**config.mk**
```make
export PLATFORM = sky130hd
export DESIGN_NAME = uart_tx_scheduler
export DESIGN_NICKNAME = d
export VERILOG_FILES = /design/src/rtl/uart_ctrl_pkg.sv /design/src/rtl/rr_arbiter.sv /design/src/rtl/uart_tx_scheduler.sv
export SDC_FILE = /design/constraint.sdc
export NUM_CORES = 1
export LEC_CHECK = 0
export CAP_MARGIN = 20
export CORE_AREA = 2 2 527 529
export DETAILED_ROUTE_END_ITERATION = 10
export DIE_AREA = 0 0 529 531
export DONT_BUFFER_PORTS = 1
export SLEW_MARGIN = 20
export SYNTH_ARGS = -nofsm -noshare
export SYNTH_HDL_FRONTEND = slang
export SYNTH_HIERARCHICAL = 1
export SYNTH_SLANG_ARGS = --single-unit
```
**constraint.sdc**
```tcl
create_clock -name sys_clk -period 4.04 [get_ports sys_clk]
set_input_delay 1.01 -clock sys_clk [delete_from_list [all_inputs] [get_ports sys_clk]]
set_output_delay 1.01 -clock sys_clk [all_outputs]
set_load 0.005 [all_outputs]
```
**src/rtl/uart_ctrl_pkg.sv**
```systemverilog
// Shared constants for the UART string-frame control path: scheduler state
// encoding, frame delimiter and default downstream timeout.
package uart_ctrl_pkg;

  localparam int unsigned TMO_W = 24;
  localparam logic [TMO_W-1:0] DEF_TIMEOUT_CLK = 24'd5_000_000;

  localparam logic [7:0] DELIM_CHAR = 8'h26;  // "&"

  localparam int unsigned ST_W = 6;
  typedef logic [ST_W-1:0] state_t;

  // Bit positions of the one-hot state vector
  localparam int unsigned S_IDLE_B      = 0;
  localparam int unsigned S_GRANT_B     = 1;
  localparam int unsigned S_ISSUE_B     = 2;
  localparam int unsigned S_WAIT_BUSY_B = 3;
  localparam int unsigned S_WAIT_DONE_B = 4;
  localparam int unsigned S_RELEASE_B   = 5;

  localparam state_t S_IDLE      = 6'b000001;
  localparam state_t S_GRANT     = 6'b000010;
  localparam state_t S_ISSUE     = 6'b000100;
  localparam state_t S_WAIT_BUSY = 6'b001000;
  localparam state_t S_WAIT_DONE = 6'b010000;
  localparam state_t S_RELEASE   = 6'b100000;

endpackage

```
**src/rtl/rr_arbiter.sv**
```systemverilog
// Combinational round-robin picker: first set request strictly after
// last_grant, wrapping from NUM_REQ-1 back to 0.
module rr_arbiter #(
  parameter int unsigned NUM_REQ = 4,
  parameter int unsigned IDX_W   = (NUM_REQ > 1) ? $clog2(NUM_REQ) : 1
) (
  input  logic [NUM_REQ-1:0] req,
  input  logic [IDX_W-1:0]   last_grant,
  output logic [NUM_REQ-1:0] grant,
  output logic [IDX_W-1:0]   grant_idx
);

  logic             found;
  logic [IDX_W-1:0] cand;

  always_comb begin
    grant     = '0;
    grant_idx = '0;
    found     = 1'b0;
    cand      = '0;
    // Offset 1..NUM_REQ so last_grant itself is considered last
    for (int unsigned k = 1; k <= NUM_REQ; k++) begin
      cand = IDX_W'((32'(last_grant) + k) % NUM_REQ);
      if (!found && req[cand]) begin
        found       = 1'b1;
        grant[cand] = 1'b1;
        grant_idx   = cand;
      end
    end
  end

endmodule

```
**src/rtl/uart_tx_scheduler.sv**
```systemverilog
// Shares one string-frame transmitter among NUM_REQ requesters: round-robin
// grant, length check, single tx_req per frame, done/timeout release.
module uart_tx_scheduler
  import uart_ctrl_pkg::*;
#(
  parameter int unsigned      NUM_REQ     = 4,
  parameter int unsigned      DATA_W      = 256,
  parameter logic [TMO_W-1:0] TIMEOUT_CLK = DEF_TIMEOUT_CLK
) (
  input  logic                      sys_clk,
  input  logic                      sys_rst_n,
  input  logic [NUM_REQ-1:0]        req_valid,
  input  logic [NUM_REQ*DATA_W-1:0] req_string,
  input  logic [NUM_REQ*8-1:0]      req_length,
  output logic [NUM_REQ-1:0]        req_ack,
  output logic [NUM_REQ-1:0]        req_done,
  output logic [NUM_REQ-1:0]        req_err,
  output logic [DATA_W-1:0]         tx_string,
  output logic [7:0]                tx_length,
  output logic                      tx_req,
  input  logic                      tx_busy,
  input  logic                      tx_done,
  output logic                      sched_busy
);

  localparam int unsigned IDX_W = (NUM_REQ > 1) ? $clog2(NUM_REQ) : 1;
  localparam int unsigned MAX_LEN = DATA_W / 8;
  localparam logic [TMO_W-1:0] TMO_LAST = TIMEOUT_CLK - TMO_W'(1);

  state_t state_q, state_d;

  logic [IDX_W-1:0]   last_grant_q, last_grant_d;
  logic [IDX_W-1:0]   winner_q, winner_d;
  logic               err_q, err_d;
  logic               done_pend_q, done_pend_d;
  logic [TMO_W-1:0]   tmo_cnt_q, tmo_cnt_d;
  logic [DATA_W-1:0]  tx_string_q, tx_string_d;
  logic [7:0]         tx_length_q, tx_length_d;
  logic [NUM_REQ-1:0] req_ack_q, req_ack_d;
  logic [NUM_REQ-1:0] req_done_q, req_done_d;
  logic [NUM_REQ-1:0] req_err_q, req_err_d;
  logic               tx_req_q, tx_req_d;

  logic [NUM_REQ-1:0] arb_grant;
  logic [IDX_W-1:0]   arb_idx;
  logic               arb_valid;
  logic [7:0]         win_len;
  logic [DATA_W-1:0]  win_str;
  logic               len_bad;
  logic [TMO_W-1:0]   tmo_inc;
  logic               tmo_hit;
  logic [NUM_REQ-1:0] winner_oh;

  rr_arbiter #(
    .NUM_REQ (NUM_REQ),
    .IDX_W   (IDX_W)
  ) u_rr_arbiter (
    .req        (req_valid),
    .last_grant (last_grant_q),
    .grant      (arb_grant),
    .grant_idx  (arb_idx)
  );

  assign arb_valid = |arb_grant;

  always_comb begin
    win_len = '0;
    win_str = '0;
    for (int unsigned i = 0; i < NUM_REQ; i++) begin
      if (arb_grant[i]) begin
        win_len = req_length[i*8 +: 8];
        win_str = req_string[i*DATA_W +: DATA_W];
      end
    end
  end

  assign len_bad = (win_len == 8'd0) || (32'(win_len) > MAX_LEN);

  // Saturating increment; timeout fires on the cycle the count reaches TMO_LAST
  assign tmo_inc = (tmo_cnt_q == TMO_LAST) ? tmo_cnt_q : tmo_cnt_q + TMO_W'(1);
  assign tmo_hit = (tmo_inc == TMO_LAST);

  always_comb begin
    winner_oh           = '0;
    winner_oh[winner_q] = 1'b1;
  end

  // State register
  always_ff @(posedge sys_clk) begin
    if (!sys_rst_n) begin
      state_q <= S_IDLE;
    end else begin
      state_q <= state_d;
    end
  end

  // Next-state logic
  always_comb begin
    state_d = state_q;
    unique case (1'b1)
      state_q[S_IDLE_B]: begin
        if ((|req_valid) && !tx_busy) state_d = S_GRANT;
      end
      state_q[S_GRANT_B]: begin
        if (!arb_valid)   state_d = S_IDLE;
        else if (len_bad) state_d = S_RELEASE;
        else              state_d = S_ISSUE;
      end
      state_q[S_ISSUE_B]: state_d = S_WAIT_BUSY;
      state_q[S_WAIT_BUSY_B]: begin
        if (tx_busy || tx_done) state_d = S_WAIT_DONE;
        else if (tmo_hit)       state_d = S_RELEASE;
      end
      state_q[S_WAIT_DONE_B]: begin
        if (tx_done || done_pend_q || tmo_hit) state_d = S_RELEASE;
      end
      state_q[S_RELEASE_B]: state_d = S_IDLE;
      default: state_d = S_IDLE;
    endcase
  end

  // Output and datapath next-state logic
  always_comb begin
    req_ack_d    = '0;
    req_done_d   = '0;
    req_err_d    = '0;
    tx_req_d     = 1'b0;
    last_grant_d = last_grant_q;
    winner_d     = winner_q;
    err_d        = err_q;
    done_pend_d  = done_pend_q;
    tmo_cnt_d    = tmo_cnt_q;
    tx_string_d  = tx_string_q;
    tx_length_d  = tx_length_q;
    unique case (1'b1)
      state_q[S_GRANT_B]: begin
        if (arb_valid) begin
          req_ack_d    = arb_grant;
          tx_string_d  = win_str;
          tx_length_d  = win_len;
          last_grant_d = arb_idx;
          winner_d     = arb_idx;
          err_d        = len_bad;
          done_pend_d  = 1'b0;
          tmo_cnt_d    = '0;
        end
      end
      state_q[S_ISSUE_B]: tx_req_d = 1'b1;
      state_q[S_WAIT_BUSY_B]: begin
        tmo_cnt_d = tmo_inc;
        // A done that beats the busy edge is remembered, not dropped
        if (tx_done)                   done_pend_d = 1'b1;
        else if (!tx_busy && tmo_hit)  err_d       = 1'b1;
      end
      state_q[S_WAIT_DONE_B]: begin
        tmo_cnt_d = tmo_inc;
        if (tx_done || done_pend_q) err_d = 1'b0;
        else if (tmo_hit)           err_d = 1'b1;
      end
      state_q[S_RELEASE_B]: begin
        req_done_d = winner_oh;
        req_err_d  = err_q ? winner_oh : '0;
      end
      default: ;
    endcase
  end

  always_ff @(posedge sys_clk) begin
    if (!sys_rst_n) begin
      last_grant_q <= IDX_W'(NUM_REQ - 1);
      winner_q     <= '0;
      err_q        <= 1'b0;
      done_pend_q  <= 1'b0;
      tmo_cnt_q    <= '0;
      tx_string_q  <= '0;
      tx_length_q  <= '0;
      req_ack_q    <= '0;
      req_done_q   <= '0;
      req_err_q    <= '0;
      tx_req_q     <= 1'b0;
    end else begin
      last_grant_q <= last_grant_d;
      winner_q     <= winner_d;
      err_q        <= err_d;
      done_pend_q  <= done_pend_d;
      tmo_cnt_q    <= tmo_cnt_d;
      tx_string_q  <= tx_string_d;
      tx_length_q  <= tx_length_d;
      req_ack_q    <= req_ack_d;
      req_done_q   <= req_done_d;
      req_err_q    <= req_err_d;
      tx_req_q     <= tx_req_d;
    end
  end

  assign req_ack    = req_ack_q;
  assign req_done   = req_done_q;
  assign req_err    = req_err_q;
  assign tx_string  = tx_string_q;
  assign tx_length  = tx_length_q;
  assign tx_req     = tx_req_q;
  assign sched_busy = !state_q[S_IDLE_B];

endmodule
```
Word-level counts from Yosys, hierarchy flattened
Cells that the tools add are included.
{"block": "op_classes", "addsub": 5, "order_cmp": 11, "eq_ne": 10, "n_mux": 57, "n_bitwise": 3, "n_reduce_logical": 34}
{"operator": "$mux 256", "n": 4}
{"operator": "$eq 24x23->1 const B", "n": 2}
{"operator": "$mux 24", "n": 2}
{"operator": "$pmux 24 s2", "n": 1}
{"operator": "$mux 6", "n": 6}
{"operator": "$mux 8", "n": 4}
{"operator": "$pmux 6 s5", "n": 1}
{"operator": "$add 24x1->24 const B", "n": 1}
{"operator": "$mux 1", "n": 20}
{"operator": "$mux 4", "n": 4}
{"operator": "$lt 2x3->1 const B", "n": 5}
{"operator": "$or 4x4->4", "n": 3}
{"operator": "$reduce_and 3->1", "n": 4}
{"operator": "$demux 1 s2", "n": 5}
{"operator": "$ge 2x1->1 const B", "n": 5}
{"operator": "$logic_and 1x1->1", "n": 10}
{"operator": "$bmux 1 s2", "n": 4}
{"operator": "$gt 8x6->1 const B", "n": 1}
{"operator": "$logic_not 8->1", "n": 1}
{"operator": "$mux 2", "n": 4}
{"operator": "$ne 2x1->1 const B", "n": 4}
{"operator": "$reduce_or 4->1", "n": 2}
{"operator": "$ne 3x1->1 const B", "n": 2}
{"operator": "$reduce_and 2->1", "n": 3}
{"operator": "11 further kinds", "n": 22}
{"block": "totals", "ff_bits": 313, "in_bits": 1064, "out_inout_bits": 278, "wordCells": 133}

Depth between registers and ports, before layout
{"block": "depth", "word_depth": 22, "ltp_mapped": 16}

Hierarchy
Netlist, hierarchy kept.
{"module": "uart_tx_scheduler", "instances": 1, "cells_each": 2464, "area_each_um2": 18935.7, "seq_area_each_um2": 6266.0}
{"module": "rr_arbiter", "instances": 1, "cells_each": 59, "area_each_um2": 490.5, "seq_area_each_um2": 0.0}

Least setup slack after synthesis
No wires, ideal clock.
{"block": "synth_timing", "kind": "input -> register", "from": "input port req_valid[2]", "to": "register state_q[5]", "setup_time_ns": 0.117, "arrival_time_ns": 3.692, "required_time_ns": 3.923, "setup_slack_ns": 0.230, "path_stages": 14, "path_buffers": 2, "path_cell_list": "buf_6 > mux4_2 > nand2_1 > o21ai_1 > a221o_1 > nor2b_1 > clkbuf_1 > a22oi_1 > o22ai_1 > nor4b_1 > xor2_1 > and3_1 > o21ai_0 > a32o_1"}
{"block": "synth_between", "elab_chain_cells": 21, "word_cells_on_any_way": 39, "cone_classes": "1 x order compare; 1 x eq/ne; 22 x mux; 3 x bitwise; 12 x reduce/logical"}
{"element": "start: declaration", "line_no": "uart_tx_scheduler.sv:12", "rtl": "input logic [NUM_REQ-1:0] req_valid,"}
{"element": "$bmux 1 s2", "line_no": "rr_arbiter.sv:24", "rtl": "if (!found && req[cand]) begin"}
{"element": "$mux 1 (not written as such)", "line_no": "rr_arbiter.sv:24"}
{"element": "$mux 1", "line_no": "rr_arbiter.sv:24"}
{"element": "$logic_not 1->1", "line_no": "rr_arbiter.sv:24"}
{"element": "$logic_and 1x1->1", "line_no": "rr_arbiter.sv:24"}
{"element": "$mux 1", "line_no": "rr_arbiter.sv:24"}
{"element": "$logic_not 1->1", "line_no": "rr_arbiter.sv:24"}
{"element": "$logic_and 1x1->1", "line_no": "rr_arbiter.sv:24"}
{"element": "[3 not listed]"}
{"element": "$mux 4 (*)", "line_no": "rr_arbiter.sv:24"}
{"element": "via arb_grant[0]", "line_no": "uart_tx_scheduler.sv:44", "rtl": "logic [NUM_REQ-1:0] arb_grant;"}
{"element": "$mux 8 (4 in series)", "line_no": "uart_tx_scheduler.sv:70", "rtl": "if (arb_grant[i]) begin"}
{"element": "$gt 8x6->1 / $logic_not 8->1 (equally long branches)", "line_no": "uart_tx_scheduler.sv:77", "rtl": "assign len_bad = (win_len == 8'd0) || (32'(win_len) > MAX_LEN);"}
{"element": "$logic_or 1x1->1", "line_no": "uart_tx_scheduler.sv:77"}
{"element": "$mux 6", "line_no": "uart_tx_scheduler.sv:106", "rtl": "else if (len_bad) state_d = S_RELEASE;"}
{"element": "$mux 6 (*)", "line_no": "uart_tx_scheduler.sv:105", "rtl": "if (!arb_valid) state_d = S_IDLE;"}
{"element": "$pmux 6 s5 (*)", "line_no": "uart_tx_scheduler.sv:100", "rtl": "unique case (1'b1)"}
{"element": "end signal: assignment", "line_no": "uart_tx_scheduler.sv:93", "rtl": "state_q <= state_d;"}
{"element": "end: declaration", "line_no": "uart_tx_scheduler.sv:30", "rtl": "state_t state_q, state_d;"}
Mark *: on every way through the listed nets, which the timed path passes. The rest lies on a longest branch. The select of a mux whose other input is x is not followed.
A chain may end at the register's enable or synchronous reset.

Worst setup path in the final report
{"block": "layout_timing", "from": "register last_grant_q[0]", "to": "register state_q[5]"}
{"block": "layout_between", "word_cells_on_any_way": 59, "cone_classes": "4 x add/sub; 9 x order compare; 30 x mux; 3 x bitwise; 13 x reduce/logical"}
{"element": "start: declaration", "line_no": "uart_tx_scheduler.sv:32", "rtl": "logic [IDX_W-1:0] last_grant_q, last_grant_d;"}
{"element": "start signal: assignment", "line_no": "uart_tx_scheduler.sv:170", "rtl": "last_grant_q <= IDX_W'(NUM_REQ - 1);"}
{"element": "start signal: assignment", "line_no": "uart_tx_scheduler.sv:182", "rtl": "last_grant_q <= last_grant_d;"}
{"element": "branches (longest 12 deep; another with $lt 2x3->1)"}
{"element": "$mux 4 (*)", "line_no": "rr_arbiter.sv:24"}
{"element": "via arb_grant[3]", "line_no": "uart_tx_scheduler.sv:44"}
{"element": "$mux 8", "line_no": "uart_tx_scheduler.sv:70"}
{"element": "$gt 8x6->1 / $logic_not 8->1 (equally long branches)", "line_no": "uart_tx_scheduler.sv:77"}
{"element": "$logic_or 1x1->1", "line_no": "uart_tx_scheduler.sv:77"}
{"element": "$mux 6", "line_no": "uart_tx_scheduler.sv:106"}
{"element": "$mux 6 (*)", "line_no": "uart_tx_scheduler.sv:105"}
{"element": "$pmux 6 s5 (*)", "line_no": "uart_tx_scheduler.sv:100"}
Mark *: on every way through the listed nets, which the timed path passes. The select of a mux whose other input is x is not followed.

==> results.tsv <==
stage	metric	value	unit
power	switching share of total power	47.0	%
drt	WL/cell	35.9	µm
power	Switch Pwr	7.79	mW
die	Die Span Y	531	µm
placement	RePlAce Congestion	0.959	
final_layout	Net count, final	3626	
worst_setup_path	WS Path Type	register to register	
placement	DP Wirelength	202000	µm
clocking	Worst-Skew Late Latency	0.72	ns
worst_setup_path	crit end category	register	
drt	drt total wl	226000	µm
logic_synthesis	syn nets	3596	
drt	TritonRoute pass-1 iters	6	
logic_synthesis	post-synthesis sequential area ratio	32.3	%
sta	Setup Viol. Count Final	0	
sta	relative slew slack	39.1	%
clocking	hold buffers post-CTS	0	
clocking	CTS tree	done	
global_routing	Total Routing Usage GR	15.3	%
power	Clk network pwr share	27.4	%
drt	Vias/cell	3.64	
sta	Final Max Tran Viols	0	
final_layout	fill count	32000	
sta	post-route minimum period	3.91	ns
worst_setup_path	CP Launch Type	register	
clocking	# H-tree levels	2	
drt	antenna viol nets, final	0	
global_routing	initial antenna violation count	286	
worst_setup_path	Worst Path Arrival	4.46	ns
sta	Max Fclk	256	MHz
power	Power Density	607	nW/µm²
logic_synthesis	Mean Syn Cell Area	7.70	µm²
power	cell leakage power	11.1	nW
power	Logic pwr share	45.9	%
logic_synthesis	flops & latches, synth	313	
worst_setup_path	Critical Path RT	4.58	ns
worst_hold_path	worst min-delay path class	primary input to register	
final_layout	leading cell types in the layout, fill and taps excluded	313 x dfxtp_1, 308 x nand2_1, 281 x a21oi_1, 274 x nor2_1, 266 x o211a_1	
logic_synthesis	Post-synth EDFFs	0	
logic_synthesis	synthesized area	19400	µm²
die	row cnt	193	
die	die area	281000	µm²
power	Design Power	16.6	mW
sta	final hold vios	0	
power	Pint	8.80	mW
drt	initial drt markers	2023	
global_routing	vias in the first global route	20100	
logic_synthesis	distinct cell type count after synthesis	65	
final_layout	area added between synthesis and finish	40.7	%
clocking	Sink Count	313	
clocking	CTS max path bufs	3	
clocking	Num CTS Buffers	50	
final_layout	final instance area	27300	µm²
placement	Placed Area	25200	µm²
drt	via count	23000	
worst_setup_path	worst-path fanout max	4	
global_routing	grt total ovfl	0	
die	Die X	529	µm
flow_run	Max-Cap Viols	0	
logic_synthesis	YS warnings	6	
placement	placed insts	6104	
sta	worst clock skew	0.0699	ns
final_layout	fin cells	6312	
global_routing	largest net degree at the start of global routing	305	
drt	drt drc	0	
final_layout	commonest non-fill, non-tap cell in the layout	dfxtp_1	
final_layout	ratio of cells with drive above 1 in the final layout	15.2	%
die	Core Area	275000	µm²
logic_synthesis	async set-reset flop share out of synthesis	0	%
die	# IOs	1342	
power	Sequential Power Share	26.7	%
global_routing	first-pass GRT wire length	266000	µm
die	starting density of the core	7.06	%
logic_synthesis	Gate Count Post-Synth	2523	
sta	Tcrit/Tclk final	96.9	%
logic_synthesis	top_reg_cell synth	dfxtp_1	
run_status	run status	completed	
sta	actual slew at the worst max-slew pin	0.913	ns
power	Max VDD drop	0.000319	V
clocking	CTS root buf	clkbuf_16	
clocking	clock transition at the registers of the reported paths	0.06	ns
placement	Port Buffers	0	
## state kept, by name, summed over array words and instances, names as in the netlist
register / flops
req_done: 4
tx_length: 8
winner_q: 2
last_grant_q: 2
tx_string: 256
err_q: 1
tmo_cnt_q: 24
state_q: 6
tx_req: 1
done_pend_q: 1
req_err: 4
req_ack: 4
## synth_stat cells, types with 3 or more instances
master / count / area share [%]
ha_1: 9 / 0.58
a21o_1: 3 / 0.12
a221oi_1: 3 / 0.14
and3_1: 14 / 0.45
or3_1: 3 / 0.097
nor3b_1: 8 / 0.31
nor3_1: 21 / 0.54
buf_1: 16 / 0.31
nand2b_1: 4 / 0.13
or4_1: 3 / 0.12
nor4_1: 10 / 0.32
a31oi_1: 5 / 0.16
and3b_1: 3 / 0.14
nand2_1: 308 / 6.0
o211ai_1: 259 / 10
and4_1: 6 / 0.27
nand3_1: 13 / 0.33
a22oi_1: 263 / 10
nor2_1: 281 / 5.4
xnor2_1: 4 / 0.18
o31ai_1: 3 / 0.12
o211a_1: 266 / 14
and2_1: 10 / 0.32
xor2_1: 3 / 0.14
buf_2: 4 / 0.10
o21a_1: 3 / 0.12
inv_1: 11 / 0.21
o22ai_1: 8 / 0.26
clkbuf_1: 263 / 5.1
a21boi_0: 8 / 0.31
nor2b_1: 22 / 0.71
a221o_1: 4 / 0.21
a211oi_1: 5 / 0.19
o21ai_1: 7 / 0.18
nand4_1: 12 / 0.39
a21oi_1: 283 / 7.3
dfxtp_1: 313 / 32
o21ai_0: 27 / 0.70
## final timing paths
kind / from / to / slack, ns / cells past startpoint
worst min-delay path: sys_rst_n / tx_string[208] / 0.46 / 1
worst max register to register: last_grant_q[0] / state_q[5] / 0.13 / 16
worst max-delay path: last_grant_q[0] / state_q[5] / 0.13 / 16
worst min register to register: done_pend_q / done_pend_q / 0.50 / 2
## worst max-delay path: stages (launching register included)
cell	delay [ns]
dfxtp_1	0.32
inv_1	0.11
ha_4	0.32
inv_1	0.08
a221oi_2	0.28
a211oi_4	0.10
buf_4	0.16
a221o_4	0.44
nand2b_2	0.27
o22ai_2	0.21
a41oi_2	0.20
nor4b_4	0.34
xor2_1	0.20
and3_4	0.25
buf_12	0.13
o21ai_0	0.08
a32o_1	0.27
## stage by stage
| stage | util, % | hold WS [ns] | worst slack (ns) | setup TNS (ns) |
|---|---|---|---|---|
| after floorplan | - | 0.434 | 0.230 | 0 |
| after global placement | 9.17 | 0.475 | -0.691 | -149.86 |
| after detailed placement | 9.17 | 0.489 | -0.721 | -136.30 |
| after CTS | 9.78 | 0.376 | -0.0200 | -0.0200 |
| after global routing | 9.88 | 0.400 | -0.0106 | -0.0106 |
| final | 9.93 | 0.460 | 0.127 | 0 |
## metal layers
layer  global-route usage, %  vias to the layer above  wire length, µm
li1                        -                     9796                -
met1                    16.2                    10800            82900
met2                    23.2                     1661            96500
met3                    10.2                      564            33800
met4                    7.06                      200            12000
met5                   0.650                        -             1260
## power by group through the flow
| stage | registers (mW) | logic, mW | clock network (mW) |
|---|---|---|---|
| floorplan | 3.82 | 3.84 | 0 |
| global placement | 4.56 | 7.58 | 0 |
| detailed placement | 4.57 | 7.62 | 0 |
| CTS | 4.50 | 7.70 | 4.77 |
| finish | 4.43 | 7.61 | 4.55 |
| global route | 4.49 | 8.30 | 4.83 |
## logic make-up (layout without fill, tap and decap cells)
logic type	after synthesis	in the layout	synth area share (%)
buf+inv	299	369	5.92
flops	313	313	32.3
compound gates	1158	1158	44.4
simple gates	732	732	16.1
xor+xnor	7	7	0.316
mux	5	6	0.399
fa+ha+maj	9	9	0.580
other cells	0	111	0
## final cells by class
type / count / area, µm² / area share [%]
Timing Repair Buffer: 264 / 2380 / 8.71
Inverter: 12 / 45.0 / 0.165
Clock buffer: 61 / 1320 / 4.84
Clock inverter: 32 / 320 / 1.17
Antenna cell: 111 / 278 / 1.02
Sequential cell: 313 / 6270 / 22.9
Multi-Input combinational cell: 1912 / 12200 / 44.7
Tap cell: 3607 / 4510 / 16.5
## timing repair
action | in CTS | in global routing
endpoints found under the hold margin | 0 | 0
resized for setup | 12 | 18
pin swaps | 0 | 7
cloned | 0 | 1
buffers inserted | 0 | 3
setup endpoints to repair | 168 | 25
Power figures use the tool's default switching activity.
